--- src/rtl/fetch_decode_queue.sv ---
`default_nettype none
// ============================================================================
// Module   : fetch_decode_queue
// Purpose  : Per-thread instruction FIFOs between fetch and decode with
//            round-robin presentation, back-pressure and branch flush.
// Revision : 1.0
// ============================================================================
module fetch_decode_queue #(
  parameter  int NUM_THREADS = 4,
  parameter  int DEPTH       = 4,
  parameter  int SKID        = 2,
  parameter  int INSTR_W     = 32,
  parameter  int PC_W        = 32,
  localparam int TID_W       = (NUM_THREADS > 1) ? $clog2(NUM_THREADS) : 1
) (
  input  logic                   i_clock,
  input  logic                   i_reset_n,
  input  logic                   i_fetch_instr_valid,
  input  logic [INSTR_W-1:0]     i_fetch_instr_data,
  input  logic [PC_W-1:0]        i_fetch_instr_pc,
  input  logic [TID_W-1:0]       i_fetch_thread_id,
  input  logic [NUM_THREADS-1:0] i_flush,
  output logic [NUM_THREADS-1:0] o_stall_fetch,
  input  logic                   i_dec_ready,
  output logic                   o_dec_valid,
  output logic [INSTR_W-1:0]     o_dec_instr_data,
  output logic [PC_W-1:0]        o_dec_instr_pc,
  output logic [TID_W-1:0]       o_dec_thread_id,
  output logic                   o_overflow_err
);

  localparam int AW    = $clog2(DEPTH);
  localparam int PTR_W = AW + 1;

  logic [PTR_W-1:0]   r_wr       [NUM_THREADS];
  logic [PTR_W-1:0]   r_rd       [NUM_THREADS];
  logic [INSTR_W-1:0] r_mem_data [NUM_THREADS][DEPTH];
  logic [PC_W-1:0]    r_mem_pc   [NUM_THREADS][DEPTH];
  logic [TID_W-1:0]   r_last_grant;
  logic [TID_W-1:0]   r_lock_tid;
  logic               r_lock;
  logic               r_overflow;

  logic [PTR_W-1:0]       w_occ [NUM_THREADS];
  logic [NUM_THREADS-1:0] w_full;
  logic [NUM_THREADS-1:0] w_elig;
  logic [TID_W-1:0]       w_cand;
  logic [TID_W-1:0]       w_sel;
  logic [AW-1:0]          w_head;
  logic                   w_dec_valid;
  logic                   w_pop;
  logic                   w_pop_same;
  logic                   w_push_req;
  logic                   w_push_acc;
  logic                   w_push_drop;

  generate
    for (genvar t = 0; t < NUM_THREADS; t++) begin : g_status
      assign w_occ[t]         = r_wr[t] - r_rd[t];
      assign w_full[t]        = (w_occ[t] == PTR_W'(DEPTH));
      assign w_elig[t]        = (w_occ[t] != '0) && !i_flush[t];
      assign o_stall_fetch[t] = (w_occ[t] >= PTR_W'(DEPTH - SKID));
    end
  endgenerate

  // A presented-but-unaccepted thread keeps the output until taken or flushed,
  // so late arrivals on other threads cannot disturb a held instruction.
  always_comb begin
    w_dec_valid = 1'b0;
    w_sel       = '0;
    w_cand      = '0;
    for (int i = NUM_THREADS; i >= 1; i--) begin
      w_cand = TID_W'((int'(r_last_grant) + i) % NUM_THREADS);
      if (w_elig[w_cand]) begin
        w_dec_valid = 1'b1;
        w_sel       = w_cand;
      end
    end
    if (r_lock && w_elig[r_lock_tid]) begin
      w_dec_valid = 1'b1;
      w_sel       = r_lock_tid;
    end
  end

  assign w_pop       = w_dec_valid & i_dec_ready;
  assign w_pop_same  = w_pop && (w_sel == i_fetch_thread_id);
  assign w_push_req  = i_fetch_instr_valid & ~i_flush[i_fetch_thread_id];
  assign w_push_acc  = w_push_req & (~w_full[i_fetch_thread_id] | w_pop_same);
  assign w_push_drop = w_push_req & w_full[i_fetch_thread_id] & ~w_pop_same;

  generate
    for (genvar t = 0; t < NUM_THREADS; t++) begin : g_thread
      always_ff @(posedge i_clock or negedge i_reset_n) begin
        if (!i_reset_n) begin
          r_wr[t] <= '0;
          r_rd[t] <= '0;
        end else begin
          if (w_push_acc && (i_fetch_thread_id == TID_W'(t))) begin
            r_wr[t] <= r_wr[t] + 1'b1;
          end
          if (i_flush[t]) begin
            r_rd[t] <= r_wr[t];
          end else if (w_pop && (w_sel == TID_W'(t))) begin
            r_rd[t] <= r_rd[t] + 1'b1;
          end
        end
      end
    end
  endgenerate

  always_ff @(posedge i_clock) begin
    if (w_push_acc) begin
      r_mem_data[i_fetch_thread_id][r_wr[i_fetch_thread_id][AW-1:0]] <= i_fetch_instr_data;
      r_mem_pc[i_fetch_thread_id][r_wr[i_fetch_thread_id][AW-1:0]]   <= i_fetch_instr_pc;
    end
  end

  always_ff @(posedge i_clock or negedge i_reset_n) begin
    if (!i_reset_n) begin
      r_last_grant <= TID_W'(NUM_THREADS - 1);
      r_lock       <= 1'b0;
      r_lock_tid   <= '0;
      r_overflow   <= 1'b0;
    end else begin
      if (w_pop) begin
        r_last_grant <= w_sel;
      end
      r_lock     <= w_dec_valid & ~i_dec_ready;
      r_lock_tid <= w_sel;
      if (w_push_drop) begin
        r_overflow <= 1'b1;
      end
    end
  end

  assign w_head           = r_rd[w_sel][AW-1:0];
  assign o_dec_valid      = w_dec_valid;
  assign o_dec_instr_data = r_mem_data[w_sel][w_head];
  assign o_dec_instr_pc   = r_mem_pc[w_sel][w_head];
  assign o_dec_thread_id  = w_sel;
  assign o_overflow_err   = r_overflow;

endmodule
`default_nettype wire

--- config.mk ---
export PLATFORM = sky130hd
export DESIGN_NAME = fetch_decode_queue
export DESIGN_NICKNAME = d
export VERILOG_FILES = /design/src/rtl/fetch_decode_queue.sv
export SDC_FILE = /design/constraint.sdc
export NUM_CORES = 1
export LEC_CHECK = 0
export ABC_CLOCK_PERIOD_IN_PS = 7980
export CORE_MARGIN = 2
export CORE_UTILIZATION = 60
export CTS_CLUSTER_DIAMETER = 100
export DETAILED_ROUTE_END_ITERATION = 7
export GPL_TIMING_DRIVEN = 0
export PLACE_DENSITY = 0.8
export SETUP_SLACK_MARGIN = 0.3
export SYNTH_ARGS = -nofsm -noshare
export SYNTH_HDL_FRONTEND = slang
export SYNTH_SLANG_ARGS = --single-unit
--- constraint.sdc ---
create_clock -name i_clock -period 7.98 [get_ports i_clock]
set_input_delay 1.596 -clock i_clock [delete_from_list [all_inputs] [get_ports i_clock]]
set_output_delay 1.596 -clock i_clock [all_outputs]
set_load 0.1 [all_outputs]
# Word level (Yosys, flattened, before mapping)
# Memory sizes are Yosys's and may differ from the RTL's.
# Index checks and enable logic that the tools add are counted.
[op_classes]
addsub = 16
order_cmp = 15
eq_ne = 11
muxes = 48
bitwise_logic = 15
n_reduce_logical = 29
[op_table]
columns = ["operator", "count"]
rows = [
  ["$mux W32", 5],
  ["$bmux W32 S2", 2],
  ["$mux W128", 1],
  ["$demux W32 S2", 1],
  ["$add A3 B1 Y3 const B", 8],
  ["$mux W3", 8],
  ["$lt A2 B3 Y1 const B", 6],
  ["$mux W2", 9],
  ["$logic_and A1 B1 Y1", 15],
  ["$bmux W1 S2", 7],
  ["$mux W1", 13],
  ["$bmux W3 S2", 2],
  ["$eq A3 B3 Y1 const B", 4],
  ["$ge A3 B2 Y1 const B", 4],
  ["$ge A3 B3 Y1 const B", 4],
  ["$not A2 Y3", 4],
  ["$reduce_bool A3 Y1", 4],
  ["$sub A3 B3 Y3", 4],
  ["$eq A2 B2 Y1 const B", 4],
  ["$reduce_bool A2 Y1", 4],
  ["$and A1 B1 Y1", 6],
  ["$add A2 B1 Y2 const B", 2],
  ["$add A2 B2 Y2 const B", 2],
  ["$eq A2 B1 Y1 const B", 2],
  ["6 further kinds", 13],
]
[word_totals]
ff_bits = 30
ramBits = 1024
input_bits = 74
out_inout_bits = 72
memories = 2
[memory_table]
columns = ["memory", "words", "width", "read_ports", "rd_ports_with_merged_regs", "wr", "line_no", "text"]
rows = [
  ["r_mem_data", 4, 128, 1, 0, 1, "37", "logic [INSTR_W-1:0] r_mem_data [NUM_THREADS][DEPTH];"],
  ["r_mem_pc", 4, 128, 1, 0, 1, "38", "logic [PC_W-1:0] r_mem_pc [NUM_THREADS][DEPTH];"],
]

# Depth between registers and ports, before layout
[logic_depth]
word_depth = 18
mapped_depth = 17
mapped_depth_nobuf = 13

# Worst setup path after synthesis
# OpenSTA, ideal clock, no wires.
[synth_path]
path_type = "input port to output port"
from = "input port i_flush[3]"
to = "output port o_dec_instr_pc[22]"
arrival_ps = 5525
slack_ps = 859
cell_stages = 13
path_buffers = 5
path_cell_list = "clkbuf_1 -> a21oi_1 -> or4_1 -> buf_2 -> o211ai_2 -> o21a_4 -> inv_4 -> buf_6 -> buf_2 -> buf_2 -> a32oi_1 -> mux2i_1 -> mux2i_1"
[synth_via]
elab_chain_len = 17
word_cells_on_any_way = 27
[synth_rtl]
columns = ["element", "line_no", "text"]
rows = [
  ["start: declaration", "22", "input logic [NUM_THREADS-1:0] i_flush,"],
  ["$logic_not A1 Y1 *", "61", "assign w_elig[t] = (w_occ[t] != '0) && !i_flush[t];"],
  ["$logic_and A1 B1 Y1 *", "61", ""],
  ["$bmux W1 S2", "74", "if (w_elig[w_cand]) begin"],
  ["$mux W1 (implied by the code)", "74", ""],
  ["$mux W2 (4 in a row)", "74", ""],
  ["$mux W2 *", "79", "if (r_lock && w_elig[r_lock_tid]) begin"],
  ["via o_dec_thread_id[0]", "28", "output logic [TID_W-1:0] o_dec_thread_id,"],
  ["$not A2 Y3 (implied by the code)", "136", "assign w_head = r_rd[w_sel][AW-1:0];"],
  ["$bmux W3 S2", "136", ""],
  ["$mux W2 (implied by the code) (2 in a row)", "136", ""],
  ["$not A2 Y3 (implied by the code)", "139", "assign o_dec_instr_pc = r_mem_pc[w_sel][w_head];"],
  ["$bmux W32 S2 *", "139", ""],
  ["$mux W32 (implied by the code) * (2 in a row)", "139", ""],
  ["end: declaration", "27", "output logic [PC_W-1:0] o_dec_instr_pc,"],
]
# Mark *: on every way through the listed nets, which the timed path passes. The rest lies on a longest branch. The select of a mux whose other input is x is not followed.

# Worst setup path after layout
[layout_path]
from = "input port i_flush[1]"
to = "output port o_dec_instr_pc[16]"
[layout_via]
elab_chain_len = 17
word_cells_on_any_way = 27
[layout_rtl]
columns = ["element", "line_no"]
rows = [
  ["$logic_not A1 Y1 *", "61"],
  ["$logic_and A1 B1 Y1 *", "61"],
  ["$bmux W1 S2", "74"],
  ["$mux W1 (implied by the code)", "74"],
  ["$mux W2 (4 in a row)", "74"],
  ["$mux W2 *", "79"],
  ["$not A2 Y3 (implied by the code)", "136"],
  ["$bmux W3 S2", "136"],
  ["$mux W2 (implied by the code) (2 in a row)", "136"],
  ["$not A2 Y3 (implied by the code)", "139"],
  ["$bmux W32 S2 *", "139"],
  ["$mux W32 (implied by the code) * (2 in a row)", "139"],
]
# Every way passes the cells marked *; elsewhere a longest branch is shown, timed or not. The select of a mux whose other input is x is not followed.

==> results.toml <==
[route]
vias_per_cell = 6.57
ant_nets = 0
routed.top_layer = "met5"
wl_per_cell_um = 26.6
drtIter0Drc = 4006
drc = 0
via_count = 27800
wl_met3_um = 12400
dr.pass1.iters = 7
met2_length_um = 55300
met1_length_um = 40400
wl_um = 113000

[yosys]
synth_top_family_by_area = "compound AO/OA/AOI/OAI gates"
synth_compound_area_frac = 0.0915
yosys_most_used_dff = "edfxtp_1"
synth_fa_ha_area_frac = 0.00545
netlist-cell-type-count = 54
syn-cell-area_mm2 = 0.0422
synth_nets = 3017
yosys.area_share.simple = 0.0776
synth-warning-count = 0
yosys.area_share.xor_xnor = 0.00587
synth_seq_area_share = 0.746
yosys.area.top_type = "edfxtp_1"
yosys-top-cells-area = "edfxtp_1 (73%), nand2_1 (7.1%), a32oi_1 (5.3%), mux2i_1 (4.6%), a21oi_1 (3.1%)"
synthArstFlopShare = 0.0285
syn_area_per_cell_um2 = 14.4
netlist.area_leader.share = 0.728
ys_seq_elements = 1054
synth_edf_count = 1024
synthMuxAreaShare = 0.0496
postSynthCellCount = 2927

[worst_setup_path]
crit-reg2reg-launch = "r_wr[6]"
crit_arrival_ps = 6230
path_cells = "clkdlybuf4s50_1 -> clkbuf_1 -> a211oi_1 -> o211ai_1 -> o2111ai_1 -> o21a_1 -> buf_6 -> inv_4 -> buf_6 -> buf_2 -> buf_2 -> nand2_1 -> a32oi_1 -> mux2i_1 -> mux2i_1 -> clkdlybuf4s15_1"
critical-path-slowest-cell = "clkdlybuf4s15_1"
slowest_delay_ps = 850
path_max_fanout = 10
rrSetupSlack_ps = 2700
r2r_end = "r_mem_pc[2][5]"
start_kind = "input port"
crit_type = "in -> out"
r2r_cells = 15
critPathCaptureType = "output port"
required_ps = 6380

[flow_run]
cap_violations = 0

[clock_network]
root_buffer = "clkbuf_16"
cts_num_sinks = 1054
cts_buffer_depth = 3
path_clk_slew_ps = 60
post_cts_buffers = 0
cts_htree_levels = 3
numCtsBuffers = 103
cts_tree = "built"
clock_latency_ps = 670

[floorplan]
ioPinCount = 146
die_w_um = 269
fp.dieArea_mm2 = 0.0725
die_h_um = 269
start_util = 0.604
design.core.area_mm2 = 0.0699
rows = 97

[global_route]
antenna_found_initial = 5
grt-ovfl-total = 0
grt_pass1_vias = 27700
grt.total_usage = 0.306
grt_pass1_wl_um = 167000
grt_max_degree = 31

[hold_path]
min_from = "o_overflow_err"
hold_path_depth = 1
whs_endpoint = "o_overflow_err"
worst_hold_path_type = "reg -> reg"

[final_layout]
fillCellCount = 4373
fin_area_mm2 = 0.0488
final_cell_count_no_fill = 4236
layout.nets = 3296
drive_gt1_frac = 0.112
syn2layout_area_growth_pct = 15.6

[run_status]
outcome = "finished clean"

[timing]
fmax_ghz = 0.128
worst_slew_pin_slew_ps = 977
min_period_ps = 7820
slew_violations = 0
final.setup_skew_ps = 28.9
slew_headroom = 0.347
period_share = 0.980
rsz0062_at_grt = "yes"
finalSetupViolCount = 0
final-hold-violation-count = 0

[placed_design]
dpl_cell_area_mm2 = 0.0456
dp_hpwl_um = 72300
port_buffers = 142
dp.cells = 4041
place.gp.congestion = 0.847
[cell type report]
cell class | instances | area [um2] | area share
flip-flops and latches | 1054 | 31500 | 0.645
diodes | 6 | 15.0 | 0.000307
inverters | 16 | 65.1 | 0.00133
well taps | 940 | 1180 | 0.0241
plain buffers | 201 | 973 | 0.0199
clock buffers | 128 | 2720 | 0.0558
clock inverters | 61 | 538 | 0.0110
multi-input cells | 1656 | 9840 | 0.202
repair buffers | 174 | 2000 | 0.0410
[metal layers]
layer | vias up | track usage
li1 | 11700 | -
met1 | 13800 | 0.398
met2 | 2039 | 0.506
met3 | 330 | 0.0537
met4 | 2 | 0.143
met5 | - | 0
[state kept, by name, indices dropped and copies added, names as in the netlist]
| signal | cells |
|---|---|
| r_lock_tid | 2 |
| r_mem_pc | 512 |
| r_wr | 12 |
| r_last_grant | 2 |
| r_mem_data | 512 |
| o_overflow_err | 1 |
| r_lock | 1 |
| r_rd | 12 |
[cells in the final DEF (no fill, tap or decap), drive strengths merged, types with 3 or more instances in the layout]
master	n
a21o	3
a21oi	263
a311oi	3
a31oi	4
a32oi	257
and2	3
buf	128
bufinv	9
clkbuf	256
clkdlybuf4s15	39
clkdlybuf4s18	3
clkdlybuf4s50	77
clkinv	46
clkinvlp	3
dfrtp	28
diode	6
edfxtp	1024
fa	4
ha	12
inv	19
mux2	4
mux2i	196
mux4	4
nand2	802
nand3	6
nor2	28
nor2b	5
o211ai	3
o21ai	14
xnor2	8
xnor3	4
xor2	10
[synthesized netlist by cell type (4+ instances only)]
| cell type | number |
|---|---|
| mux4_2 | 4 |
| dfrtp_1 | 28 |
| fa_1 | 4 |
| xor2_1 | 10 |
| nand2_1 | 802 |
| xnor3_1 | 4 |
| clkbuf_1 | 102 |
| o21ai_1 | 9 |
| a32oi_1 | 256 |
| inv_1 | 14 |
| xnor2_1 | 8 |
| nor2_1 | 28 |
| buf_4 | 18 |
| nand3_1 | 6 |
| ha_1 | 12 |
| buf_1 | 13 |
| a21oi_1 | 262 |
| nor2b_1 | 5 |
| o21ai_0 | 5 |
| buf_2 | 60 |
| edfxtp_1 | 1024 |
| buf_6 | 6 |
| mux2i_1 | 196 |
[worst max-delay path by stage]
stage / start / endpoint / cells after the start
after floorplan: i_flush[3] / o_dec_instr_pc[22] / 13
after global placement: i_flush[1] / r_mem_data[3][24] / 12
after detailed placement: i_flush[1] / o_dec_instr_data[31] / 15
after CTS: i_flush[1] / o_dec_instr_data[31] / 15
after global routing: i_flush[1] / o_dec_instr_pc[16] / 16
final: i_flush[1] / o_dec_instr_pc[16] / 16
[per-stage QoR]
step                      worst slack, ps  utilization  TNS [ps]  hold slack [ps]
after detailed placement             -576        0.652     -5900              487
after global routing                 24.7        0.699         0              516
after CTS                             210        0.699         0              500
after floorplan                       859            -         0              464
after global placement              -1550        0.641  -1342610              481
final                                 156        0.699         0              500
[timing repair]
action	4_1_cts	5_1_grt
gates resized for setup	174	59
hold buffers	0	0
endpoints found under the setup margin	64	44
endpoints found under the hold margin	0	0
[cells by family after synthesis]
logic type	Yosys count
muxes	204
AOI/OAI and AO/OA	558
adders and majority gates	16
DFF	1054
buffers and inverters	217
and+or+nand+nor	856
xor gates and xnor gates	22
[critical path: cells and delay by family]
kind                   cells  cell delay (ps)
buffers and inverters      8             2950
AND/OR/NAND/NOR            1              100
multiplexers               2              410
AO/OA/AOI/OAI              5             1150
Power is not shown: default switching activity piles up to over one toggle a cycle in this logic, so the estimate is an artifact.
